[config.mk]
export PLATFORM = sky130hd
export DESIGN_NAME = mips_reg_dump_flat
export DESIGN_NICKNAME = d
export VERILOG_FILES = /design/src/rtl/mips_reg_dump_if.sv /design/src/rtl/mips_reg_dump.sv /design/src/flat_wrapper.sv
export SDC_FILE = /design/constraint.sdc
export NUM_CORES = 1
export LEC_CHECK = 0
export CORE_ASPECT_RATIO = 0.7
export CORE_MARGIN = 2
export CORE_UTILIZATION = 50
export DETAILED_ROUTE_END_ITERATION = 10
export HOLD_SLACK_MARGIN = 0.1
export MAX_ROUTING_LAYER = met4
export PLACE_DENSITY = 0.8
export SETUP_SLACK_MARGIN = 0.1
export SLEW_MARGIN = 20
export SYNTH_ARGS = -nofsm -noshare
export SYNTH_HDL_FRONTEND = slang
export SYNTH_SLANG_ARGS = --single-unit
[constraint.sdc]
create_clock -name clk -period 8.88 [get_ports clk]
set_clock_uncertainty 0.2 [all_clocks]
set_input_delay 1.776 -clock clk [delete_from_list [all_inputs] [get_ports clk]]
set_output_delay 1.776 -clock clk [all_outputs]
set_load 0.02 [all_outputs]
[src/rtl/mips_reg_dump_if.sv]
// Bundle of every non-clock/reset signal of the register-file dump engine.
//   master : the dump engine (drives read addresses, output stream, status)
//   slave  : the environment (register file, consumer and controller)
// Signals:
//   start/abort             control pulses into the engine
//   read_reg_1/read_reg_2   register-file read addresses (even/odd of a pair)
//   read_data_1/read_data_2 combinational register-file read data
//   out_valid/out_ready     stream handshake, out_data/out_index the payload
//   busy/done/checksum      status and result of the dump
interface mips_reg_dump_if #(
  parameter int unsigned ADDR_WIDTH = 3,
  parameter int unsigned DATA_WIDTH = 32
);
  logic                  start;
  logic                  abort;
  logic [ADDR_WIDTH-1:0] read_reg_1;
  logic [ADDR_WIDTH-1:0] read_reg_2;
  logic [DATA_WIDTH-1:0] read_data_1;
  logic [DATA_WIDTH-1:0] read_data_2;
  logic                  out_valid;
  logic                  out_ready;
  logic [DATA_WIDTH-1:0] out_data;
  logic [ADDR_WIDTH-1:0] out_index;
  logic                  busy;
  logic                  done;
  logic [DATA_WIDTH-1:0] checksum;

  modport master (
    input  start, abort, read_data_1, read_data_2, out_ready,
    output read_reg_1, read_reg_2, out_valid, out_data, out_index, busy, done, checksum
  );

  modport slave (
    output start, abort, read_data_1, read_data_2, out_ready,
    input  read_reg_1, read_reg_2, out_valid, out_data, out_index, busy, done, checksum
  );
endinterface

[src/rtl/mips_reg_dump.sv]
// Read-side dump engine for the MIPS register file. On start it reads the file two
// registers per pass through its two combinational read ports, buffers the pair and
// streams both words out over valid/ready, then pulses done with a wrapping checksum.
// Ports:
//   clk     system clock, all state changes on posedge
//   reset   asynchronous active-high reset
//   io_bus  mips_reg_dump_if.master (control, read port, output stream, status)
module mips_reg_dump #(
  parameter int unsigned NUM_REGS   = 8,
  parameter int unsigned ADDR_WIDTH = 3,
  parameter int unsigned DATA_WIDTH = 32
) (
  input logic              clk,
  input logic              reset,
  mips_reg_dump_if.master  io_bus
);

  typedef enum logic [2:0] {
    StIdle,
    StRead,
    StSendA,
    StSendB,
    StDone
  } state_e;

  localparam logic [ADDR_WIDTH-1:0] LastK = ADDR_WIDTH'(NUM_REGS / 2 - 1);

  state_e                r_state, w_state_next;
  logic [ADDR_WIDTH-1:0] r_k, w_k_next;
  logic [ADDR_WIDTH-1:0] r_addr_1, w_addr_1_next;
  logic [ADDR_WIDTH-1:0] r_addr_2, w_addr_2_next;
  logic [DATA_WIDTH-1:0] r_hold_a, w_hold_a_next;
  logic [DATA_WIDTH-1:0] r_hold_b, w_hold_b_next;
  logic [DATA_WIDTH-1:0] r_sum, w_sum_next;
  logic [DATA_WIDTH-1:0] r_checksum, w_checksum_next;
  logic                  w_hs;

  assign w_hs = io_bus.out_valid && io_bus.out_ready;

  always_comb begin
    w_state_next    = r_state;
    w_k_next        = r_k;
    w_sum_next      = r_sum;
    w_checksum_next = r_checksum;
    w_hold_a_next   = r_hold_a;
    w_hold_b_next   = r_hold_b;

    unique case (r_state)
      StIdle: begin
        if (io_bus.start && !io_bus.abort) begin
          w_state_next = StRead;
          w_k_next     = '0;
          w_sum_next   = '0;
        end
      end
      StRead: begin
        // Snapshot of the pair is taken at the edge closing this cycle.
        w_hold_a_next = io_bus.read_data_1;
        w_hold_b_next = io_bus.read_data_2;
        w_state_next  = StSendA;
      end
      StSendA: begin
        if (w_hs) begin
          w_sum_next   = r_sum + r_hold_a;
          w_state_next = StSendB;
        end
      end
      StSendB: begin
        if (w_hs) begin
          w_sum_next = r_sum + r_hold_b;
          if (r_k == LastK) begin
            w_checksum_next = r_sum + r_hold_b;
            w_state_next    = StDone;
          end else begin
            w_k_next     = r_k + ADDR_WIDTH'(1);
            w_state_next = StRead;
          end
        end
      end
      StDone: begin
        w_state_next = StIdle;
      end
      default: begin
        w_state_next = StIdle;
      end
    endcase

    // Abort beats any handshake; the partial sum is dropped, the last checksum kept.
    if (io_bus.abort && (r_state != StIdle)) begin
      w_state_next    = StIdle;
      w_k_next        = r_k;
      w_sum_next      = r_sum;
      w_checksum_next = r_checksum;
    end
  end

  // Addresses are registered so the read port sees a clean value for the whole
  // READ cycle; they stay on the current pair while its words are sent.
  always_comb begin
    w_addr_1_next = r_addr_1;
    w_addr_2_next = r_addr_2;
    if (w_state_next == StRead) begin
      w_addr_1_next = w_k_next << 1;
      w_addr_2_next = (w_k_next << 1) | ADDR_WIDTH'(1);
    end else if (w_state_next == StIdle) begin
      w_addr_1_next = '0;
      w_addr_2_next = '0;
    end
  end

  always_ff @(posedge clk or posedge reset) begin
    if (reset) begin
      r_state    <= StIdle;
      r_k        <= '0;
      r_addr_1   <= '0;
      r_addr_2   <= '0;
      r_hold_a   <= '0;
      r_hold_b   <= '0;
      r_sum      <= '0;
      r_checksum <= '0;
    end else begin
      r_state    <= w_state_next;
      r_k        <= w_k_next;
      r_addr_1   <= w_addr_1_next;
      r_addr_2   <= w_addr_2_next;
      r_hold_a   <= w_hold_a_next;
      r_hold_b   <= w_hold_b_next;
      r_sum      <= w_sum_next;
      r_checksum <= w_checksum_next;
    end
  end

  always_comb begin
    io_bus.out_valid = 1'b0;
    io_bus.out_data  = '0;
    io_bus.out_index = '0;
    unique case (r_state)
      StSendA: begin
        io_bus.out_valid = 1'b1;
        io_bus.out_data  = r_hold_a;
        io_bus.out_index = r_addr_1;
      end
      StSendB: begin
        io_bus.out_valid = 1'b1;
        io_bus.out_data  = r_hold_b;
        io_bus.out_index = r_addr_2;
      end
      default: begin
        io_bus.out_valid = 1'b0;
      end
    endcase
  end

  assign io_bus.read_reg_1 = r_addr_1;
  assign io_bus.read_reg_2 = r_addr_2;
  assign io_bus.busy       = (r_state != StIdle);
  assign io_bus.done       = (r_state == StDone);
  assign io_bus.checksum   = r_checksum;

endmodule

[src/flat_wrapper.sv]
// flat-port wrapper written by rule: the top's interface ports become plain ports
module mips_reg_dump_flat 
#(
  parameter int unsigned NUM_REGS   = 8,
  parameter int unsigned ADDR_WIDTH = 3,
  parameter int unsigned DATA_WIDTH = 32
)
  (clk, reset, io_bus_start, io_bus_abort, io_bus_read_data_1, io_bus_read_data_2, io_bus_out_ready, io_bus_read_reg_1, io_bus_read_reg_2, io_bus_out_valid, io_bus_out_data, io_bus_out_index, io_bus_busy, io_bus_done, io_bus_checksum);
  mips_reg_dump_if #(.ADDR_WIDTH(ADDR_WIDTH), .DATA_WIDTH(DATA_WIDTH)) io_bus_i ();
  input logic clk;
  input logic reset;
  input wire logic [$bits(io_bus_i.start)-1:0] io_bus_start;
  input wire logic [$bits(io_bus_i.abort)-1:0] io_bus_abort;
  input wire logic [$bits(io_bus_i.read_data_1)-1:0] io_bus_read_data_1;
  input wire logic [$bits(io_bus_i.read_data_2)-1:0] io_bus_read_data_2;
  input wire logic [$bits(io_bus_i.out_ready)-1:0] io_bus_out_ready;
  output wire logic [$bits(io_bus_i.read_reg_1)-1:0] io_bus_read_reg_1;
  output wire logic [$bits(io_bus_i.read_reg_2)-1:0] io_bus_read_reg_2;
  output wire logic [$bits(io_bus_i.out_valid)-1:0] io_bus_out_valid;
  output wire logic [$bits(io_bus_i.out_data)-1:0] io_bus_out_data;
  output wire logic [$bits(io_bus_i.out_index)-1:0] io_bus_out_index;
  output wire logic [$bits(io_bus_i.busy)-1:0] io_bus_busy;
  output wire logic [$bits(io_bus_i.done)-1:0] io_bus_done;
  output wire logic [$bits(io_bus_i.checksum)-1:0] io_bus_checksum;
  assign io_bus_i.start = io_bus_start;
  assign io_bus_i.abort = io_bus_abort;
  assign io_bus_i.read_data_1 = io_bus_read_data_1;
  assign io_bus_i.read_data_2 = io_bus_read_data_2;
  assign io_bus_i.out_ready = io_bus_out_ready;
  assign io_bus_read_reg_1 = io_bus_i.read_reg_1;
  assign io_bus_read_reg_2 = io_bus_i.read_reg_2;
  assign io_bus_out_valid = io_bus_i.out_valid;
  assign io_bus_out_data = io_bus_i.out_data;
  assign io_bus_out_index = io_bus_i.out_index;
  assign io_bus_busy = io_bus_i.busy;
  assign io_bus_done = io_bus_i.done;
  assign io_bus_checksum = io_bus_i.checksum;
  mips_reg_dump #(.NUM_REGS(NUM_REGS), .ADDR_WIDTH(ADDR_WIDTH), .DATA_WIDTH(DATA_WIDTH)) u_core (.clk(clk), .reset(reset), .io_bus(io_bus_i));
endmodule
# Yosys cells after proc, flatten, opt, wreduce, memory -nomap -nowiden
# Cells that the tools add are included.
dict set report totals {
  wordCells 58
  out_inout_bits 76
  ff_bits 140
}
dict set report op_classes {
  n_bitwise 1
  n_reduce_logical 14
  eq_ne 10
  n_mux 21
  n_addsub 3
}
# operator count
set ops {}
lappend ops {{2-to-1 mux 32 bit} 3}
lappend ops {{one-hot mux 32 bit (3 select lines)} 1}
lappend ops {{adder 32 bit} 2}
lappend ops {{one-hot mux 32 bit (2 select lines)} 1}
lappend ops {{2-to-1 mux 3 bit} 11}
lappend ops {{one-hot mux 3 bit (2 select lines)} 2}
lappend ops {{one-hot mux 3 bit (4 select lines)} 1}
lappend ops {{AND reduction 5 bit} 2}
lappend ops {{== test 3 x 2 -> 1 bit, second input constant} 3}
lappend ops {{== test 3 x 1 -> 1 bit, second input constant} 2}
lappend ops {{zero test 3 bit} 2}
lappend ops {{!= test 2 x 1 -> 1 bit, second input constant} 3}
lappend ops {{nonzero test 3 bit} 2}
lappend ops {{AND reduction 4 bit} 1}
lappend ops {{nonzero test 2 bit} 2}
lappend ops {{adder 3 x 1 -> 3 bit, second input constant} 1}
lappend ops {{== test 3 bit, second input constant} 1}
lappend ops {{logical AND 1 bit} 3}
lappend ops {{2-to-1 mux 2 bit} 1}
lappend ops {{!= test 2 bit, second input constant} 1}
lappend ops {{OR reduction 2 bit} 1}
lappend ops {{zero test 1 bit} 1}
lappend ops {{2-to-1 mux 1 bit} 1}
lappend ops {{NOT 1 bit} 1}

# Logic depth before layout (Yosys ltp)
dict set report depth {
  ltp_word 10
  mapped_depth 12
  ltp_nobuf 12
}

# Worst setup path before layout
# No wires, ideal clock.
dict set report synth_path {
  path_kind {register to output}
  start {register u_core.r_state[0]}
  end {output io_bus_out_data[0]}
  setup_slack_ns 5.253
  path_stages_with_launch 6
  t_required_ns 6.904
  arrival_time_ns 1.651
  path_cell_list {dfrtp_1 > buf_2 > clkbuf_1 > buf_1 > mux2i_1 > nor2_1}
}
dict set report synth_between {
  elab_chain_cells 2
  word_cells_on_any_way 3
  cone_classes {eq/ne (2); mux (1)}
}
# item line
set synth_rtl {}
lappend synth_rtl {{from (decl)} mips_reg_dump.sv:28} ;# state_e r_state, w_state_next;
lappend synth_rtl {{from (signal assigned)} mips_reg_dump.sv:113} ;# r_state <= StIdle;
lappend synth_rtl {{from (signal assigned)} mips_reg_dump.sv:122} ;# r_state <= w_state_next;
lappend synth_rtl {{== test 3 x 2 -> 1 bit} mips_reg_dump.sv:137} ;# unique case (r_state)
lappend synth_rtl {{one-hot mux 32 bit (2 select lines) *} mips_reg_dump.sv:137}
lappend synth_rtl {{to (decl)} flat_wrapper.sv:20} ;# output wire logic [$bits(io_bus_i.out_data)-1:0] io_bus_out_data;
# Mark *: on every way between the ends. The rest lies on a longest branch, timed or not.

# Worst setup path in the final report
dict set report layout_path {
  start {register u_core.r_state[2]}
  end {output io_bus_out_index[0]}
}
dict set report layout_between {
  elab_chain_cells 2
  word_cells_on_any_way 3
  cone_classes {eq/ne (2); mux (1)}
}
# item line
set layout_rtl {}
lappend layout_rtl {{== test 3 x 2 -> 1 bit} mips_reg_dump.sv:137}
lappend layout_rtl {{one-hot mux 3 bit (2 select lines) *} mips_reg_dump.sv:137}
lappend layout_rtl {{to (decl)} flat_wrapper.sv:21} ;# output wire logic [$bits(io_bus_i.out_index)-1:0] io_bus_out_index;
# Marks and branches as above.

==> run_results.csv <==
group,metric,value,unit
sta,max_freq,201,MHz
critical_path,cp_cell_sequence,"nand2b_2 -> inv_1 -> and3_1 -> clkdlybuf4s50_1",
critical_path,crit_type,"flip-flop to primary output",
sta,totalNegativeSetupSlack,0,ps
synthesis,ys_seq_elements,137,
synthesis,synth_area,9240,um2
global_routing,grtUsageMet3,0.0548,
detailed_routing,via_per_inst,5.94,
placement,gp_congestion,0.969,
clock_network,cts_root_buffer,"clkbuf_16",
floorplanning,io_pins,145,
sta,min_period,4970,ps
sta,finalMaxSlewViolations,0,
critical_path,rr_worst_depth,8,
global_routing,busiest_layer,"met2",
sta,period_share,0.560,
floorplanning,fp.dieW,167,um
global_routing,antenna_found_initial,0,
synthesis,yosysSeqAreaShare,0.371,
critical_path,critical_path_buf_inv_count,2,
clock_network,cts_buffers,17,
power_and_ir_drop,p_leak,5.19,nW
detailed_routing,firstDrtPassIters,5,
sta,report.final.setup_viol,0,
synthesis,postSynthCellCount,1000,
sta,hold_viol_final,0,
finish,fin_cells,1371,
clock_network,post_cts_buffers,0,
outcome,status,"finished, final reports clean",
finish,nets,1257,
synthesis,ys_warn_count,0,
critical_path,arrival,3000,ps
global_routing,first_global_vias,7933,
critical_path,cpLargestDelayFamily,"simple AND/OR/NAND/NOR gates",
detailed_routing,drc,0,
detailed_routing,routed_wirelength,25900,um
placement,dp_cells,1340,
floorplanning,initial_core_util,0.512,
synthesis,synth_top_area_frac,0.371,
synthesis,synth_edf_count,0,
clock_network,clk_latency,430,ps
synthesis,syn_nets,1134,
placement,post-place-ws,4360,ps
finish,syn_to_final_growth,23.2,%
power_and_ir_drop,ir_drop,0.124,mV
global_routing,grt_use_total,0.275,
synthesis,ys.flop_type,"dfrtp_1",
synthesis,synthTopCellsByArea,"dfrtp_1 37%, ha_1 8.5%, mux2_2 8.2%",
critical_path,crit_path_max_incr_delay,860,ps
synthesis,synth.distinct_cells,69,
finish,postLayoutCoreUtil,0.631,
placement,place_area,10800,um2
detailed_routing,drt_iter0_markers,872,
critical_path,crit_fanout,41,
synthesis,yosysMostFrequentCell,"nand2_1",
global_routing,grt-ovfl-total,0,
critical_path,required,6900,ps
sta,relSlewSlack,0.298,
global_routing,gr-usage-met1,0.395,
sta,worst_slew_pin_slew,1050,ps
global_routing,grt_pass1_wl,42000,um
floorplanning,num_rows,41,
clock_network,clock_sinks,137,
hold_path,min_path_type,"flip-flop to flip-flop",
critical_path,crit_path_end_kind,"primary output",
hold_path,whs_path_depth,1,
job,cap_violations,0,
power_and_ir_drop,power_density,259,nW/um2
clock_network,tritoncts,"built",
clock_network,cts_hold_buf,0,
synthesis,synth-async-reset-ratio,1.00,
floorplanning,die_height,118,um
finish,drive_gt1_frac,0.108,
sta,setup_slack,3910,ps
detailed_routing,wl_per_cell,18.9,um
clock_network,cts.path.max_buffers,2,
clock_network,path_clk_slew,60,ps
global_routing,grt_max_degree,77,
critical_path,crit_path_start_kind,"flip-flop",
detailed_routing,vias,8141,
clock_network,h-tree-depth,4,
critical_path,crit_slowest_cell,"nand2b_2",
synthesis,ys_top_cells_by_count,"140 x nand2_1, 137 x dfrtp_1, 82 x nor2_1",
finish,stdcell_area,11400,um2
placement,dpl.hpwl,18600,um
floorplanning,core,18100,um2
detailed_routing,ant_nets,0,
floorplanning,dieArea,19600,um2
sta,rsz0062_at_grt,"no",
clock_network,ctsResizeCount,0,
critical_path,cp_num_cells,4,
global_routing,met2_usage,0.404,
placement,port_buffers,143,
synthesis,synthDominantAreaCellType,"dfrtp_1",
synthesis,avgSynthCellArea,9.24,um2
finish,n_antenna_cell,0,
## cell usage in the layout, fill, tap and decap left out, types with 13 or more instances in the layout
cell and count:
nand2_1 140, mux2i_1 40, a21oi_1 66, nor2_1 82, ha_1 63, clkdlybuf4s50_1 143
dfrtp_1 136, a21o_1 34, xor2_1 27, nor3_1 13, inv_1 14, xnor2_1 27
o21ai_0 62, clkbuf_16 17, mux2_2 67
## per-layer routing
layer | part of all wire | wire length, um | vias up
met3 | 0.083 | 2160 | 29
li1 | - | - | 3853
met5 | 0 | 0 | -
met4 | 0.011 | 273 | 0
met1 | 0.47 | 12300 | 3903
met2 | 0.43 | 11200 | 356
## report_power, final
part	internal (W)	switching, W	total (W)
logic	0.000588	0.000791	0.00138
clock network	0.000396	0.000280	0.000676
registers	0.000751	0.000140	0.000891
## registers in the layout, summed over array words and instances (netlist names)
signal,count
u_core.io_bus.checksum,32
u_core.io_bus.read_reg_1,1
u_core.io_bus.read_reg_2,2
u_core.r_hold_a,32
u_core.r_hold_b,32
u_core.r_k,3
u_core.r_state,3
u_core.r_sum,32
## metrics by stage
step	hold WS [ps]	power, W
6_report	286	0.00295
5_1_grt	304	0.00313
4_1_cts	288	0.00292
3_5_place_dp	268	0.00224
3_3_place_gp	260	0.00221
2_1_floorplan	249	0.00188
## layout make-up
| cell class | count | area [um2] |
|---|---|---|
| multi-input cells | 801 | 5560 |
| clock inverters | 12 | 103 |
| fillers | 1495 | 6670 |
| flip-flops and latches | 137 | 3430 |
| inverters | 16 | 62.6 |
| repair buffers | 150 | 1480 |
| well taps | 236 | 295 |
| clock buffers | 19 | 453 |
## cell families (layout without fill, tap and decap cells)
group	after synthesis	count (layout)	share of synthesized area
AOI/OAI and AO/OA	265	265	0.186
buffers and inverters	62	197	0.0283
other	1	1	0.000406
DFF	137	137	0.371
and+or+nand+nor	309	309	0.149
adders and majority gates	65	65	0.0896
xor gates and xnor gates	54	54	0.0512
muxes	107	107	0.125
## final timing paths
path	from	to	slack, ps
worst min-delay path	u_core.r_k[2]$_DFFE_PP0P_	u_core.r_k[2]$_DFFE_PP0P_	290
min in group asynchronous	reset	u_core.r_hold_a[0]$_DFFE_PP0P_	1630
worst max-delay path	u_core.r_state[2]$_DFF_PP0_	io_bus_out_index[0]	3910
worst min register to register	u_core.r_k[2]$_DFFE_PP0P_	u_core.r_k[2]$_DFFE_PP0P_	290
worst max register to register	u_core.r_state[0]$_DFF_PP0_	u_core.r_k[1]$_DFF_PP0_	4790
max in group asynchronous	reset	u_core.r_hold_b[29]$_DFFE_PP0P_	5330
Power figures use the tool's default switching activity.
